===== config.mk =====
export PLATFORM = sky130hd
export DESIGN_NAME = lcd_text_sequencer
export DESIGN_NICKNAME = d
export VERILOG_FILES = /design/src/rtl/lcd_pkg.sv /design/src/rtl/lcd_frame_buf.sv /design/src/rtl/lcd_text_sequencer.sv
export SDC_FILE = /design/constraint.sdc
export NUM_CORES = 1
export LEC_CHECK = 0
export BUFFER_PORTS_ARGS = -buffer_cell sky130_fd_sc_hd__buf_4
export CAP_MARGIN = 20
export CORE_AREA = 2 2 172 174
export CTS_BUF_LIST = sky130_fd_sc_hd__clkbuf_16
export DETAILED_ROUTE_END_ITERATION = 7
export DIE_AREA = 0 0 174 176
export PLACE_DENSITY = 0.74
export SYNTH_ARGS = -nofsm -noshare
export SYNTH_HDL_FRONTEND = slang
export SYNTH_SLANG_ARGS = --single-unit

===== constraint.sdc =====
create_clock -name clk -period 2.3 [get_ports clk]
set_input_delay 0.345 -clock clk [delete_from_list [all_inputs] [get_ports clk]]
set_output_delay 0.345 -clock clk [all_outputs]
set_load 0.02 [all_outputs]

===== src/rtl/lcd_pkg.sv =====
// Shared definitions for the HD44780 text sequencer.
//   - lcd_state_e : sequencer FSM states
//   - LCD_CMD_*   : HD44780 command bytes used by the sequencer
//   - LCD_CHAR_SPACE : blank character used to clear the frame buffer
//   - init_cmd()  : maps the init step index (0..3) to its command byte
package lcd_pkg;

    typedef enum logic [2:0] {
        ST_PWR_WAIT = 3'd0,
        ST_INIT     = 3'd1,
        ST_CLR_WAIT = 3'd2,
        ST_LINE1    = 3'd3,
        ST_CHARS1   = 3'd4,
        ST_LINE2    = 3'd5,
        ST_CHARS2   = 3'd6,
        ST_IDLE     = 3'd7
    } lcd_state_e;

    localparam logic [7:0] LCD_CMD_FUNC_SET = 8'h38;  // 8-bit bus, 2 lines, 5x8 font
    localparam logic [7:0] LCD_CMD_DISP_ON  = 8'h0C;  // display on, cursor off
    localparam logic [7:0] LCD_CMD_ENTRY    = 8'h06;  // increment, no shift
    localparam logic [7:0] LCD_CMD_CLEAR    = 8'h01;  // clear display (slow command)
    localparam logic [7:0] LCD_CMD_LINE1    = 8'h80;  // DDRAM address 0x00
    localparam logic [7:0] LCD_CMD_LINE2    = 8'hC0;  // DDRAM address 0x40
    localparam logic [7:0] LCD_CHAR_SPACE   = 8'h20;

    function automatic logic [7:0] init_cmd(input logic [1:0] idx);
        logic [7:0] cmd;
        case (idx)
            2'd0:    cmd = LCD_CMD_FUNC_SET;
            2'd1:    cmd = LCD_CMD_DISP_ON;
            2'd2:    cmd = LCD_CMD_ENTRY;
            2'd3:    cmd = LCD_CMD_CLEAR;
            default: cmd = LCD_CMD_CLEAR;
        endcase
        return cmd;
    endfunction

endpackage


===== src/rtl/lcd_frame_buf.sv =====
// 32 x 8 character frame buffer for a 2x16 text display.
// Ports: clk, rst (sync, active-high, fills buffer with spaces),
//        wr_en/wr_addr/wr_data (synchronous write port),
//        rd_addr/rd_data (combinational read port).
module lcd_frame_buf
    import lcd_pkg::*;
(
    input  logic       clk,
    input  logic       rst,
    input  logic       wr_en,
    input  logic [4:0] wr_addr,
    input  logic [7:0] wr_data,
    input  logic [4:0] rd_addr,
    output logic [7:0] rd_data
);

    logic [7:0] mem_r [32];

    // Reset blanks every position; writes are accepted on any non-reset cycle.
    always_ff @(posedge clk) begin
        if (rst) begin
            for (int i = 0; i < 32; i++) begin
                mem_r[i] <= LCD_CHAR_SPACE;
            end
        end else if (wr_en) begin
            mem_r[wr_addr] <= wr_data;
        end
    end

    assign rd_data = mem_r[rd_addr];

endmodule


===== src/rtl/lcd_text_sequencer.sv =====
// HD44780 text sequencer: powers up and initialises the display, then streams
// the 32-character frame buffer (line 1 then line 2) on each refresh.
// Ports: clk, rst (sync, active-high), wr_en/wr_addr/wr_data (frame buffer
//        write), refresh_req (one-cycle refresh request), cmd_valid/cmd_ready
//        (byte handshake), cmd_rs (0 command, 1 data), cmd_data, busy.
module lcd_text_sequencer
    import lcd_pkg::*;
#(
    parameter int CLR_WAIT_CYC  = 100000,
    parameter int INIT_WAIT_CYC = 2500000
) (
    input  logic       clk,
    input  logic       rst,
    input  logic       wr_en,
    input  logic [4:0] wr_addr,
    input  logic [7:0] wr_data,
    input  logic       refresh_req,
    output logic       cmd_valid,
    input  logic       cmd_ready,
    output logic       cmd_rs,
    output logic [7:0] cmd_data,
    output logic       busy
);

    localparam int PW = $clog2(INIT_WAIT_CYC) + 1;
    localparam int CW = $clog2(CLR_WAIT_CYC) + 1;
    // Last count value before leaving a wait state; a zero wait still spends
    // exactly one cycle in the state.
    localparam logic [PW-1:0] PWR_LAST = (INIT_WAIT_CYC == 0) ? PW'(0) : PW'(INIT_WAIT_CYC - 1);
    localparam logic [CW-1:0] CLR_LAST = (CLR_WAIT_CYC == 0) ? CW'(0) : CW'(CLR_WAIT_CYC - 1);
    localparam logic [PW-1:0] PW_ONE   = PW'(1);
    localparam logic [CW-1:0] CW_ONE   = CW'(1);

    lcd_state_e    state_r;
    logic [PW-1:0] pwr_cnt_r;
    logic [CW-1:0] clr_cnt_r;
    logic [1:0]    init_idx_r;
    logic [3:0]    char_idx_r;
    logic          pending_r;
    logic          cmd_valid_r;
    logic          cmd_rs_r;
    logic [7:0]    cmd_data_r;
    logic          busy_r;
    logic          accept_s;
    logic [4:0]    rd_addr_s;
    logic [7:0]    rd_data_s;

    assign accept_s = cmd_valid_r & cmd_ready;

    // Address of the character that will be offered after the current accept.
    always_comb begin
        rd_addr_s = 5'd0;
        case (state_r)
            ST_LINE1:  rd_addr_s = 5'd0;
            ST_CHARS1: rd_addr_s = {1'b0, char_idx_r + 4'd1};
            ST_LINE2:  rd_addr_s = 5'd16;
            ST_CHARS2: rd_addr_s = {1'b1, char_idx_r + 4'd1};
            default:   rd_addr_s = 5'd0;
        endcase
    end

    lcd_frame_buf u_frame_buf (
        .clk     (clk),
        .rst     (rst),
        .wr_en   (wr_en),
        .wr_addr (wr_addr),
        .wr_data (wr_data),
        .rd_addr (rd_addr_s),
        .rd_data (rd_data_s)
    );

    // Sequencer FSM; the output byte is loaded on the edge it is first offered
    // and held untouched until accepted.
    always_ff @(posedge clk) begin
        if (rst) begin
            state_r     <= ST_PWR_WAIT;
            pwr_cnt_r   <= '0;
            clr_cnt_r   <= '0;
            init_idx_r  <= 2'd0;
            char_idx_r  <= 4'd0;
            pending_r   <= 1'b0;
            cmd_valid_r <= 1'b0;
            cmd_rs_r    <= 1'b0;
            cmd_data_r  <= 8'h00;
            busy_r      <= 1'b1;
        end else begin
            if (refresh_req && (state_r != ST_IDLE)) begin
                pending_r <= 1'b1;
            end
            case (state_r)
                ST_PWR_WAIT: begin
                    if (pwr_cnt_r == PWR_LAST) begin
                        state_r     <= ST_INIT;
                        init_idx_r  <= 2'd0;
                        cmd_valid_r <= 1'b1;
                        cmd_rs_r    <= 1'b0;
                        cmd_data_r  <= init_cmd(2'd0);
                    end else begin
                        pwr_cnt_r <= pwr_cnt_r + PW_ONE;
                    end
                end
                ST_INIT: begin
                    if (accept_s) begin
                        if (init_idx_r == 2'd3) begin
                            state_r     <= ST_CLR_WAIT;
                            clr_cnt_r   <= '0;
                            cmd_valid_r <= 1'b0;
                        end else begin
                            init_idx_r <= init_idx_r + 2'd1;
                            cmd_data_r <= init_cmd(init_idx_r + 2'd1);
                        end
                    end
                end
                ST_CLR_WAIT: begin
                    if (clr_cnt_r == CLR_LAST) begin
                        state_r     <= ST_LINE1;
                        pending_r   <= 1'b0;
                        cmd_valid_r <= 1'b1;
                        cmd_rs_r    <= 1'b0;
                        cmd_data_r  <= LCD_CMD_LINE1;
                    end else begin
                        clr_cnt_r <= clr_cnt_r + CW_ONE;
                    end
                end
                ST_LINE1: begin
                    if (accept_s) begin
                        state_r    <= ST_CHARS1;
                        char_idx_r <= 4'd0;
                        cmd_rs_r   <= 1'b1;
                        cmd_data_r <= rd_data_s;
                    end
                end
                ST_CHARS1: begin
                    if (accept_s) begin
                        // Index wraps 15 -> 0 naturally, ready for line 2.
                        char_idx_r <= char_idx_r + 4'd1;
                        if (char_idx_r == 4'd15) begin
                            state_r    <= ST_LINE2;
                            cmd_rs_r   <= 1'b0;
                            cmd_data_r <= LCD_CMD_LINE2;
                        end else begin
                            cmd_data_r <= rd_data_s;
                        end
                    end
                end
                ST_LINE2: begin
                    if (accept_s) begin
                        state_r    <= ST_CHARS2;
                        char_idx_r <= 4'd0;
                        cmd_rs_r   <= 1'b1;
                        cmd_data_r <= rd_data_s;
                    end
                end
                ST_CHARS2: begin
                    if (accept_s) begin
                        char_idx_r <= char_idx_r + 4'd1;
                        if (char_idx_r == 4'd15) begin
                            state_r     <= ST_IDLE;
                            cmd_valid_r <= 1'b0;
                            busy_r      <= 1'b0;
                        end else begin
                            cmd_data_r <= rd_data_s;
                        end
                    end
                end
                ST_IDLE: begin
                    if (refresh_req || pending_r) begin
                        state_r     <= ST_LINE1;
                        pending_r   <= 1'b0;
                        busy_r      <= 1'b1;
                        cmd_valid_r <= 1'b1;
                        cmd_rs_r    <= 1'b0;
                        cmd_data_r  <= LCD_CMD_LINE1;
                    end
                end
                default: begin
                    state_r     <= ST_PWR_WAIT;
                    pwr_cnt_r   <= '0;
                    cmd_valid_r <= 1'b0;
                    busy_r      <= 1'b1;
                end
            endcase
        end
    end

    assign cmd_valid = cmd_valid_r;
    assign cmd_rs    = cmd_rs_r;
    assign cmd_data  = cmd_data_r;
    assign busy      = busy_r;

endmodule


==> results of run 1 <==
## stage by stage
step / instance area (um2) / std cells / util, % / setup slack [ns] / setup TNS [ns]
floorplan: 15700 / 1377 / - / 0.0463 / 0
global placement: 17400 / 1877 / 60.8 / -0.464 / -1.56
detailed placement: 17400 / 1877 / 60.8 / -0.420 / -1.55
CTS: 18700 / 1944 / 65.4 / -0.0264 / -0.0526
global route: 18900 / 1950 / 66.2 / -0.111 / -0.570
finish: 18900 / 1951 / 66.2 / -0.0596 / -0.132
## layout by cell type, fill, tap and decap left out, types with 7 or more instances in the layout
cell and count:
buf_4 208, nand2_1 62, nand3_1 23, mux4_2 11
clkbuf_16 37, buf_6 8, a2bb2oi_1 20, inv_1 17
o221ai_1 13, and2_1 231, nand4_1 11, o211ai_1 9
nand2b_1 8, edfxtp_1 256, or3_1 39, nor3b_1 7
a21oi_1 32, a211oi_1 10, nor2_1 136, mux2i_1 44
o22ai_1 23, xnor2_1 22, mux2_2 13, clkinv_1 7
or2_2 33, xor2_1 15, a31oi_1 7, o21ai_0 30
o21ai_1 8, dfxtp_1 53, nor3_1 21
## per-layer routing
layer  GRT usage, %  vias to the layer above  routed length (um)
met5              0                        -                   0
met4           10.2                        0                1480
met3           5.08                       92                3170
met2           50.7                      477               21900
met1           39.4                     5674               18700
li1               -                     5333                   -
## worst register-to-register path, delay by kind of cell, from the launching register on
kind            cells  cell delay (ns)
flops               1             0.36
simple gates        1             0.27
mux                 2             0.75
compound gates      3             0.60
fa+ha+maj           1             0.29
## cell type report
cell class | count | area [um2] | share of cell area, %
well taps | 384 | 480 | 2.54
repair buffers | 222 | 1780 | 9.44
flip-flops and latches | 318 | 8950 | 47.3
inverters | 12 | 45.0 | 0.238
clock buffers | 37 | 926 | 4.90
multi-input cells | 954 | 6510 | 34.4
clock inverters | 23 | 209 | 1.11
diodes | 1 | 2.50 | 0.0132
## logic make-up (layout without fill, tap and decap cells)
| logic type | count (synthesis) | after routing | share of synthesized area [%] |
|---|---|---|---|
| compound gates | 198 | 198 | 8.82 |
| buf+inv | 105 | 294 | 2.92 |
| xor+xnor | 39 | 39 | 2.28 |
| other cells | 0 | 1 | 0 |
| mux | 70 | 70 | 5.48 |
| flops | 318 | 318 | 57.1 |
| simple gates | 641 | 641 | 22.9 |
| fa+ha+maj | 6 | 6 | 0.480 |
## sequential cells by signal (all words and copies together) (netlist names)
signal             count
u_frame_buf.mem_r    256
cmd_data               8
char_idx_r             4
pending_r              1
state_r                3
pwr_cnt_r             23
clr_cnt_r             18
busy                   1
init_idx_r             2
cmd_rs                 1
cmd_valid              1
## worst paths after layout
check             slack, ns     endpoint     startpoint  cells past startpoint
setup / recovery      -0.06  cmd_data[1]  char_idx_r[0]                      7
hold / removal         0.19         busy    refresh_req                      4
setup reg to reg      -0.06  cmd_data[1]  char_idx_r[0]                      7
hold reg to reg        0.47         busy           busy                      1
## power by group through the flow
stage | registers, mW | logic [mW] | clock network (mW)
finish | 6.60 | 0.743 | 5.59
global route | 6.62 | 0.792 | 5.88
CTS | 6.59 | 0.721 | 5.63
detailed placement | 6.72 | 0.701 | 0
global placement | 6.70 | 0.691 | 0
floorplan | 6.66 | 0.397 | 0
## what timing repair did
item | CTS | global route
cloned | 1 | 0
endpoints found under the setup margin | 17 | 20
buffers inserted | 6 | 6
gates resized for setup | 33 | 37
pin swaps | 7 | 14
==> results.md, run 1 <==
- Status: finished, violations left
- Failing checks: negative setup slack
- Power share of the clock group: between 40% and 50%
- CP Data Required Time: 2.72 ns
- Global placement routability congestion: 0.929
- Crit-path cells: ha_4 -> and3b_2 -> mux4_2 -> mux2i_2 -> o22ai_2 -> a2111o_1 -> a22o_1
- CP Buf/Inv Count: 0
- Worst-Skew Late Latency: 0.52 ns
- Worst-margin pin slew: between 0.6 and 0.7 ns
- Syn-to-layout area delta: 21.0%
- Power per cell area: around 680 nW/um2
- Final setup fails: 4
- Worst Hold Class: in -> reg
- Hpwl dp: just over 30 mm
- Starting DRT DRC Count: about 1000
- Fin. Hold Viols: 0
- CTS buffer count: 35
- EDFF count, synth: between 200 and 300
- GRT Util Overall: 29.9%
- CP delay by family, top: multiplexers
- Crit path time final: between 2 and 2.5 ns
- Initial antenna violation count: 1
- Mapped Area: between 15000 and 20000 um2
- Static leakage: 6.87 nW
- Fmax: 424 MHz
- Top cell type's share of synthesized area: between 40% and 50%
- Core Box Area: around 29000 um2
- RSZ-0062 raised after global routing: yes
- # IOs: 29
- Predominant post-synthesis flop cell: edfxtp_1
- Layout cell share with drive strength beyond 1: between 20% and 30%
- Core Rows: between 60 and 70
- Vias per Instance: around 5.9
- DRT Pass-1 Iters: 5
- Layout Skew: roughly 0.020 ns
- Critical path peak fanout: 7
- Starting density of the core: between 50% and 60%
- Synthesized flop and latch total: ~320
- Clock Tree Buf Depth: 3
- Sequential share of power: 51.0%
- Crit. End Element: flop
- NetSw: about 2.8 mW
- Combinational power share: under 10%
- Post-route ant nets: 0
- CTS tree: done
- Ranking of synthesized cells by area: edfxtp_1, and2_1, dfxtp_1
- Type of the worst setup path: reg -> reg
- Sw Ratio: around 22%
- Max-cap viol count: 0
- Maximum vdd ir drop: 0.651 mV
- Post-synthesis sequential area ratio: 57.1%
- Post-route DRC: 0
- Post-synth ARST share: 0%
- Total Power: roughly 13 mW
- DR WL/cell: roughly 23 um
- Vias: between 10000 and 15000
- Final worst slack: -0.0596 ns
- Final Cycle Share: 103%
- WHS: about 0.19 ns
- Die height: about 180 um
- Arrival @ worst endpoint: roughly 2.8 ns
- Yosys top cell by area: edfxtp_1
- Largest net degree at the start of global routing: 81
- Mean Syn Cell Area: between 10 and 15 um2
- Post-Synthesis Cells: between 1000 and 1500
- Post-Route WL: approximately 45 mm
- Filler cells: about 2200
- Die X: between 150 and 200 um
- Synthesized Nets: approximately 1400
- Worst relative slew slack: between 50% and 60%
- Final Max Tran Viols: 0
- Clock-pin slew on the worst setup and hold paths: 0.07 ns
- CP max stage delay: roughly 0.53 ns
- Clock sinks: around 320
- Distinct cells, synth: between 80 and 90
- Root buffer cell: clkbuf_16
- Slowest-stage cell, CP: mux4_2
- IO buf count: 28
- Post-cts hold buffer count: 0
- First-pass GRT wire length: between 60 and 70 mm
- Post-synth top cells: edfxtp_1, and2_1, nor2_1
- H-Tree Depth: 2
- Most common cell in the synthesized netlist: edfxtp_1
- GRT Residual Overflow: 0
- P_int: roughly 10 mW
- Fin nets: ~1600
- Die Area: approximately 31000 um2
- Yosys warns: 0
- Startpoint Class: flop
- Number of global-route vias before repair: 11552
(Power assumes the default switching activity.)
==> run 2, diff against run 1 <==
--- a/config.mk
+++ b/config.mk
@@ -5,13 +5,16 @@
 export SDC_FILE = /design/constraint.sdc
 export NUM_CORES = 1
 export LEC_CHECK = 0
+export ABC_CLOCK_PERIOD_IN_PS = 2300
 export BUFFER_PORTS_ARGS = -buffer_cell sky130_fd_sc_hd__buf_4
 export CAP_MARGIN = 20
-export CORE_AREA = 2 2 172 174
+export CELL_PAD_IN_SITES_DETAIL_PLACEMENT = 0
+export CELL_PAD_IN_SITES_GLOBAL_PLACEMENT = 1
+export CORE_AREA = 2 2 188 190
 export CTS_BUF_LIST = sky130_fd_sc_hd__clkbuf_16
 export DETAILED_ROUTE_END_ITERATION = 7
-export DIE_AREA = 0 0 174 176
-export PLACE_DENSITY = 0.74
+export DIE_AREA = 0 0 190 192
+export PLACE_DENSITY = 0.76
 export SYNTH_ARGS = -nofsm -noshare
 export SYNTH_HDL_FRONTEND = slang
 export SYNTH_SLANG_ARGS = --single-unit
==> run 2 against run 1 <==
Compared with the run above: the flow still finishes with violations (negative setup slack); global-route usage decreased by 4.3 points; sequential share of layout area decreased by 0.56 points; via count increased by 0.79%; count of clock-buffer cells in the layout increased by 1; hold slack got worse by 0.013 ns; die area increased by 19%; sequential power about the same; register-to-register slack got worse by 0.05 ns; combinational power about the same; flip-flop and latch count unchanged; critical endpoint unchanged; highest routed layer unchanged.
==> results.md, run 2 (synthesis results as in run 1) <==
- WHS: 0.174 ns (was 0.187 ns)
- Core Rows: 68 (was 62)
- Placed cell count: 1951 (was 1877)
- CTS tree: done (unchanged)
- Area of the multi-input gates: 6550 um2 (was 6510 um2)
- Type of the worst setup path: reg -> reg (unchanged)
- Power per cell area: 688 nW/um2 (was 684 nW/um2)
- Fmax: 415 MHz (was 424 MHz)
- RSZ-0062 raised after global routing: yes (unchanged)
- Largest reg by FF count: u_frame_buf.mem_r (unchanged)
- GRT Util Overall: 25.6% (was 29.9%)
- Worst-margin pin slew: 0.591 ns (was 0.610 ns)
- Commonest non-fill, non-tap cell in the layout: edfxtp_1 (unchanged)
- CP Data Required Time: 2.70 ns (was 2.72 ns)
- Syn-to-layout area delta: 22.3% (was 21.0%)
- H-Tree Depth: 2 (unchanged)
- Hpwl dp: 32.0 mm (was 30.9 mm)
- Worst relative slew slack: 60.5% (was 59.1%)
- Failing checks: negative setup slack (unchanged)
- Place WS: -0.200 ns (was -0.420 ns)
- Final std cells w/o fill: 2024 (was 1951)
- IO buf count: 28 (unchanged)
- DRT Pass-1 Iters: 5 (unchanged)
- First-pass GRT wire length: 69.4 mm (was 68.6 mm)
- Critical path peak fanout: 4 (was 7)
- Die Area: 36500 um2 (was 30600 um2)
- Crit path time final: 2.41 ns (was 2.36 ns)
- Layout cell share with drive strength beyond 1: 25.7% (was 24.8%)
- Vias: 11668 (was 11576)
- Diode count: 0 (was 1)
- Register area: 8940 um2 (was 8950 um2)
- Filler cells: 2885 (was 2212)
- Starting DRT DRC Count: 1117 (was 1020)
- Hold Startpoint: refresh_req (unchanged)
- Final worst slack: -0.109 ns (was -0.0596 ns)
- Biggest regs: u_frame_buf.mem_r (256), pwr_cnt_r (23), clr_cnt_r (18) (unchanged)
- Post-Route WL: 46.2 mm (was 45.2 mm)
- Die height: 192 um (was 176 um)
- CTS buffer count: 37 (was 35)
- Initial antenna violation count: 0 (was 1)
- # IOs: 29 (unchanged)
- Most frequent cells in the layout: edfxtp_1, and2_1, buf_4, nor2_1, nand2_1 (unchanged)
- Status: finished, violations left (unchanged)
- Vias per Instance: 5.76 (was 5.93)
- Reg2reg start: char_idx_r[0] (unchanged)
- Flip-flop count of the largest register after layout: 256 (unchanged)
- Number of global-route vias before repair: 11342 (was 11552)
- Post-route ant nets: 0 (unchanged)
- Starting density of the core: 45.6% (was 54.7%)
- Largest net degree at the start of global routing: 57 (was 81)
- Final setup fails: 7 (was 4)
- Fin nets: 1567 (unchanged)
- Fin. Hold Viols: 0 (unchanged)
- Clock Tree Buf Depth: 3 (unchanged)
- Final Max Tran Viols: 0 (unchanged)
- Maximum vdd ir drop: 0.503 mV (was 0.651 mV)
- Clock-pin slew on the worst setup and hold paths: 0.06 ns (was 0.07 ns)
- Post-route DRC: 0 (unchanged)
- DR WL/cell: 22.8 um (was 23.2 um)
- Core Box Area: 34300 um2 (was 28500 um2)
- Startpoint Class: flop (unchanged)
- Layout Skew: 0.0169 ns (was 0.0198 ns)
- Root buffer cell: clkbuf_16 (unchanged)
- Clock sinks: 318 (unchanged)
- Max-cap viol count: 0 (unchanged)
- Die X: 190 um (was 174 um)
- Global placement routability congestion: 0.980 (was 0.929)
- CP startpoint: char_idx_r[0] (unchanged)
- Final Cycle Share: 105% (was 103%)
- Arrival @ worst endpoint: 2.81 ns (was 2.78 ns)
- Static leakage: 6.87 nW (about the same)
- Worst-Skew Late Latency: 0.53 ns (was 0.52 ns)
- GRT Residual Overflow: 0 (unchanged)
- Worst Hold Class: in -> reg (unchanged)
- Post-cts hold buffer count: 0 (unchanged)
- Crit. End Element: flop (unchanged)
run 2: cell count changes in the layout (fill, tap and decap cells not counted), sizes merged:
cell,previous run,this run
buf,221,220
bufbuf,1,0
clkbuf,37,38
clkinv,11,15
clkinvlp,1,2
diode,1,0
inv,19,18
run 2: final timing paths:
check / endpoint / slack [ns] / cells past startpoint
max: cmd_data[1] / -0.11 / 9
min: pending_r / 0.17 / 3
max reg2reg: cmd_data[1] / -0.11 / 9
min reg2reg: busy / 0.48 / 1
run 2: per-stage QoR:
stage / power (mW) / utilization, % / TNS [ns] / cell area (um2)
after floorplan: 7.05 / - / 0 / 15700
after global placement: 7.42 / 50.9 / -1.09 / 17500
after detailed placement: 7.43 / 50.9 / -1.73 / 17500
after CTS: 13.2 / 55.0 / -0.118 / 18900
after global routing: 13.5 / 55.7 / -1.24 / 19100
final: 13.2 / 55.7 / -0.245 / 19100
run 2: final cells by class:
cell class                      count  share of cell area (%)
Inverter                           12                   0.236
Timing Repair Buffer              220                    9.47
Clock buffer                       38                    4.98
Multi-Input combinational cell    954                    34.3
Tap cell                          455                    2.98
Sequential cell                   318                    46.8
Clock inverter                     27                    1.30
run 2: per-layer routing:
layer | global-route usage (%) | share of wire, % | up-vias
li1 | - | - | 5330
met1 | 35.5 | 43 | 5770
met2 | 41.2 | 46 | 468
met3 | 4.29 | 7.8 | 100
met4 | 8.11 | 3.3 | 0
met5 | 0 | 0 | -
run 2: critical path: stages (launching register included):
cell and delay (ns):
dfxtp_4 0.36, buf_6 0.12, buf_6 0.12, nor3b_4 0.30, buf_6 0.16, mux4_2 0.53, nor2_2 0.11, o22ai_1 0.10
a2111o_1 0.31, a22o_1 0.19
run 2: what timing repair did:
action,4_1_cts,5_1_grt
resized for setup,42,52
setup endpoints to repair,17,35
pin swaps,15,17
buffers inserted,6,4
run 2: power by group:
group | leakage [nW] | switching, mW | internal (mW)
logic | 3.31 | 0.471 | 0.271
registers | 2.96 | 0.135 | 6.47
clock network | 0.605 | 2.35 | 3.45
total | 6.87 | 2.95 | 10.2
==> run 3, diff against run 2 <==
--- a/config.mk
+++ b/config.mk
@@ -15,6 +15,7 @@
 export DETAILED_ROUTE_END_ITERATION = 7
 export DIE_AREA = 0 0 190 192
 export PLACE_DENSITY = 0.76
+export SETUP_SLACK_MARGIN = 0.3
 export SYNTH_ARGS = -nofsm -noshare
 export SYNTH_HDL_FRONTEND = slang
 export SYNTH_SLANG_ARGS = --single-unit
==> run 3 against run 2 <==
Compared with the run above: the flow still finishes with violations (negative setup slack); clock power fell by 3%; wire length rose by 0.85%; non-clock buffer count rose by 21; global-route usage rose by 0.15 points; sequential power barely moved; utilization rose by 1.9 points; maximum frequency rose by 1.2%; critical endpoint unchanged; largest power group unchanged.
==> results.md, run 3 (synthesis results as in run 1) <==
- Status: finished, violations left (unchanged)
- Failing checks: negative setup slack (unchanged)
- Register area: 8950 um2 (was 8940 um2)
- Startpoint Class: flop (unchanged)
- GRT Util Overall: 25.8% (was 25.6%)
- Slowest-stage cell, CP: mux4_2 (unchanged)
- Place WS: -0.205 ns (was -0.200 ns)
- Fin nets: 1588 (was 1567)
- CP Data Required Time: 2.72 ns (was 2.70 ns)
- Layout Skew: 0.0115 ns (was 0.0169 ns)
- Post-route DRC: 0 (unchanged)
- Fmax: 420 MHz (was 415 MHz)
- Crit-path cells: ha_4 -> and3b_2 -> mux4_2 -> mux2i_1 -> buf_4 -> o22ai_4 -> a2111o_1 -> a22o_1 (was buf_6 -> buf_6 -> nor3b_4 -> buf_6 -> mux4_2 -> nor2_2 -> o22ai_1 -> a2111o_1 -> a22o_1)
- Power per cell area: 659 nW/um2 (was 688 nW/um2)
- CP max stage delay: 0.52 ns (was 0.53 ns)
- Biggest regs: u_frame_buf.mem_r (256), pwr_cnt_r (23), clr_cnt_r (18) (unchanged)
- Initial antenna violation count: 2 (was 0)
- Post-route ant nets: 0 (unchanged)
- Starting DRT DRC Count: 930 (was 1117)
- Arrival @ worst endpoint: 2.80 ns (was 2.81 ns)
- Reg2reg start: char_idx_r[0] (unchanged)
- Clock sinks: 318 (unchanged)
- Fin Setup TNS: -0.205 ns (was -0.245 ns)
- First-pass GRT wire length: 69.9 mm (was 69.4 mm)
- Core Box Area: 34300 um2 (unchanged)
- Post-Route WL: 46.6 mm (was 46.2 mm)
- Core Rows: 68 (unchanged)
- DR WL/cell: 22.7 um (was 22.8 um)
- Final Cycle Share: 104% (was 105%)
- CP startpoint: char_idx_r[0] (unchanged)
- Layout cell share with drive strength beyond 1: 30.2% (was 25.7%)
- Global placement routability congestion: 0.930 (was 0.980)
- Final setup fails: 4 (was 7)
- Crit. End Element: flop (unchanged)
- CTS tree: done (unchanged)
- Type of the worst setup path: reg -> reg (unchanged)
- IO buf count: 28 (unchanged)
- Vias: 11673 (was 11668)
- Starting density of the core: 45.6% (unchanged)
- Syn-to-layout area delta: 26.4% (was 22.3%)
- Final worst slack: -0.0813 ns (was -0.109 ns)
- GRT Residual Overflow: 0 (unchanged)
- Post-cts hold buffer count: 0 (unchanged)
- Hold Startpoint: refresh_req (unchanged)
- Hpwl dp: 31.2 mm (was 32.0 mm)
- Static leakage: 7.15 nW (was 6.87 nW)
- Most frequent cells in the layout: edfxtp_1, and2_1, buf_4, nor2_1, nand2_1 (unchanged)
- Die Area: 36500 um2 (unchanged)
- Crit path time final: 2.38 ns (was 2.41 ns)
- Worst-Skew Late Latency: 0.53 ns (about the same)
- Area of the multi-input gates: 6980 um2 (was 6550 um2)
- Commonest non-fill, non-tap cell in the layout: edfxtp_1 (unchanged)
- Worst relative slew slack: 63.8% (was 60.5%)
- Largest reg by FF count: u_frame_buf.mem_r (unchanged)
- Root buffer cell: clkbuf_16 (unchanged)
- Flip-flop count of the largest register after layout: 256 (unchanged)
- Clock-pin slew on the worst setup and hold paths: 0.06 ns (about the same)
- Critical path peak fanout: 4 (unchanged)
- Worst-margin pin slew: 0.541 ns (was 0.591 ns)
- Final Max Tran Viols: 0 (unchanged)
- Maximum vdd ir drop: 0.576 mV (was 0.503 mV)
- Max-cap viol count: 0 (unchanged)
- DRT Pass-1 Iters: 5 (unchanged)
- RSZ-0062 raised after global routing: yes (unchanged)
- # IOs: 29 (unchanged)
- Die height: 192 um (unchanged)
- Clock Tree Buf Depth: 3 (unchanged)
- Vias per Instance: 5.70 (was 5.76)
- Worst Hold Class: in -> reg (unchanged)
- Die X: 190 um (unchanged)
- Largest net degree at the start of global routing: 81 (was 57)
- Fin. Hold Viols: 0 (unchanged)
- Filler cells: 2851 (was 2885)
- CTS buffer count: 37 (unchanged)
- Reg2reg setup slack: -0.08 ns (was -0.11 ns)
- Number of global-route vias before repair: 11608 (was 11342)
- H-Tree Depth: 2 (unchanged)
- Final design utilization: 57.6% (was 55.7%)
==> run 3: layout make-up <==
| class | instances | share of cell area (%) |
|---|---|---|
| Clock buffer | 39 | 4.94 |
| Timing Repair Buffer | 241 | 10.4 |
| Inverter | 12 | 0.253 |
| Clock inverter | 29 | 0.868 |
| Antenna cell | 1 | 0.0127 |
| Tap cell | 455 | 2.88 |
| Multi-Input combinational cell | 954 | 35.3 |
| Sequential cell | 318 | 45.3 |
==> run 3: timing repair <==
action,CTS,global route
resized for setup,123,67
buffers inserted,23,8
pin swaps,52,52
hold endpoints to repair,0,0
endpoints found under the setup margin,52,47
==> run 3: path summary, 6_finish.rpt <==
| check | cells past startpoint | endpoint |
|---|---|---|
| max | 8 | cmd_data[1] |
| min | 4 | busy |
| max reg2reg | 8 | cmd_data[1] |
| min reg2reg | 1 | busy |
==> run 3: worst max-delay path, delay by kind of cell (launching register included) <==
family / cells / cell delay [ns]
buffers and inverters: 1 / 0.15
flip-flops: 1 / 0.36
AND/OR/NAND/NOR: 1 / 0.26
multiplexers: 2 / 0.67
adder cells (fa/ha/maj): 1 / 0.28
AO/OA/AOI/OAI: 3 / 0.55
==> run 3: metrics by stage <==
| step | instances | hold slack (ns) | total power [mW] | area (um2) |
|---|---|---|---|---|
| global route | 2048 | 0.183 | 13.4 | 19700 |
| floorplan | 1377 | 0.465 | 7.06 | 15700 |
| global placement | 1949 | 0.445 | 7.42 | 17500 |
| CTS | 2040 | 0.147 | 13.1 | 19300 |
| detailed placement | 1949 | 0.462 | 7.43 | 17500 |
| finish | 2049 | 0.160 | 13.0 | 19800 |
==> run 3: report_power, final <==
group | internal [mW] | switching [mW] | leakage (nW)
logic | 0.311 | 0.493 | 3.57
clock network | 3.27 | 2.32 | 0.616
registers | 6.47 | 0.135 | 2.96
total | 10.1 | 2.95 | 7.15
==> run 3: metal layers <==
layer,track usage (%),routed length [um],part of all wire (%)
met1,36.0,20200,43
met2,42.1,22200,48
met3,3.58,3090,6.6
met4,7.19,1080,2.3
met5,0,0,0
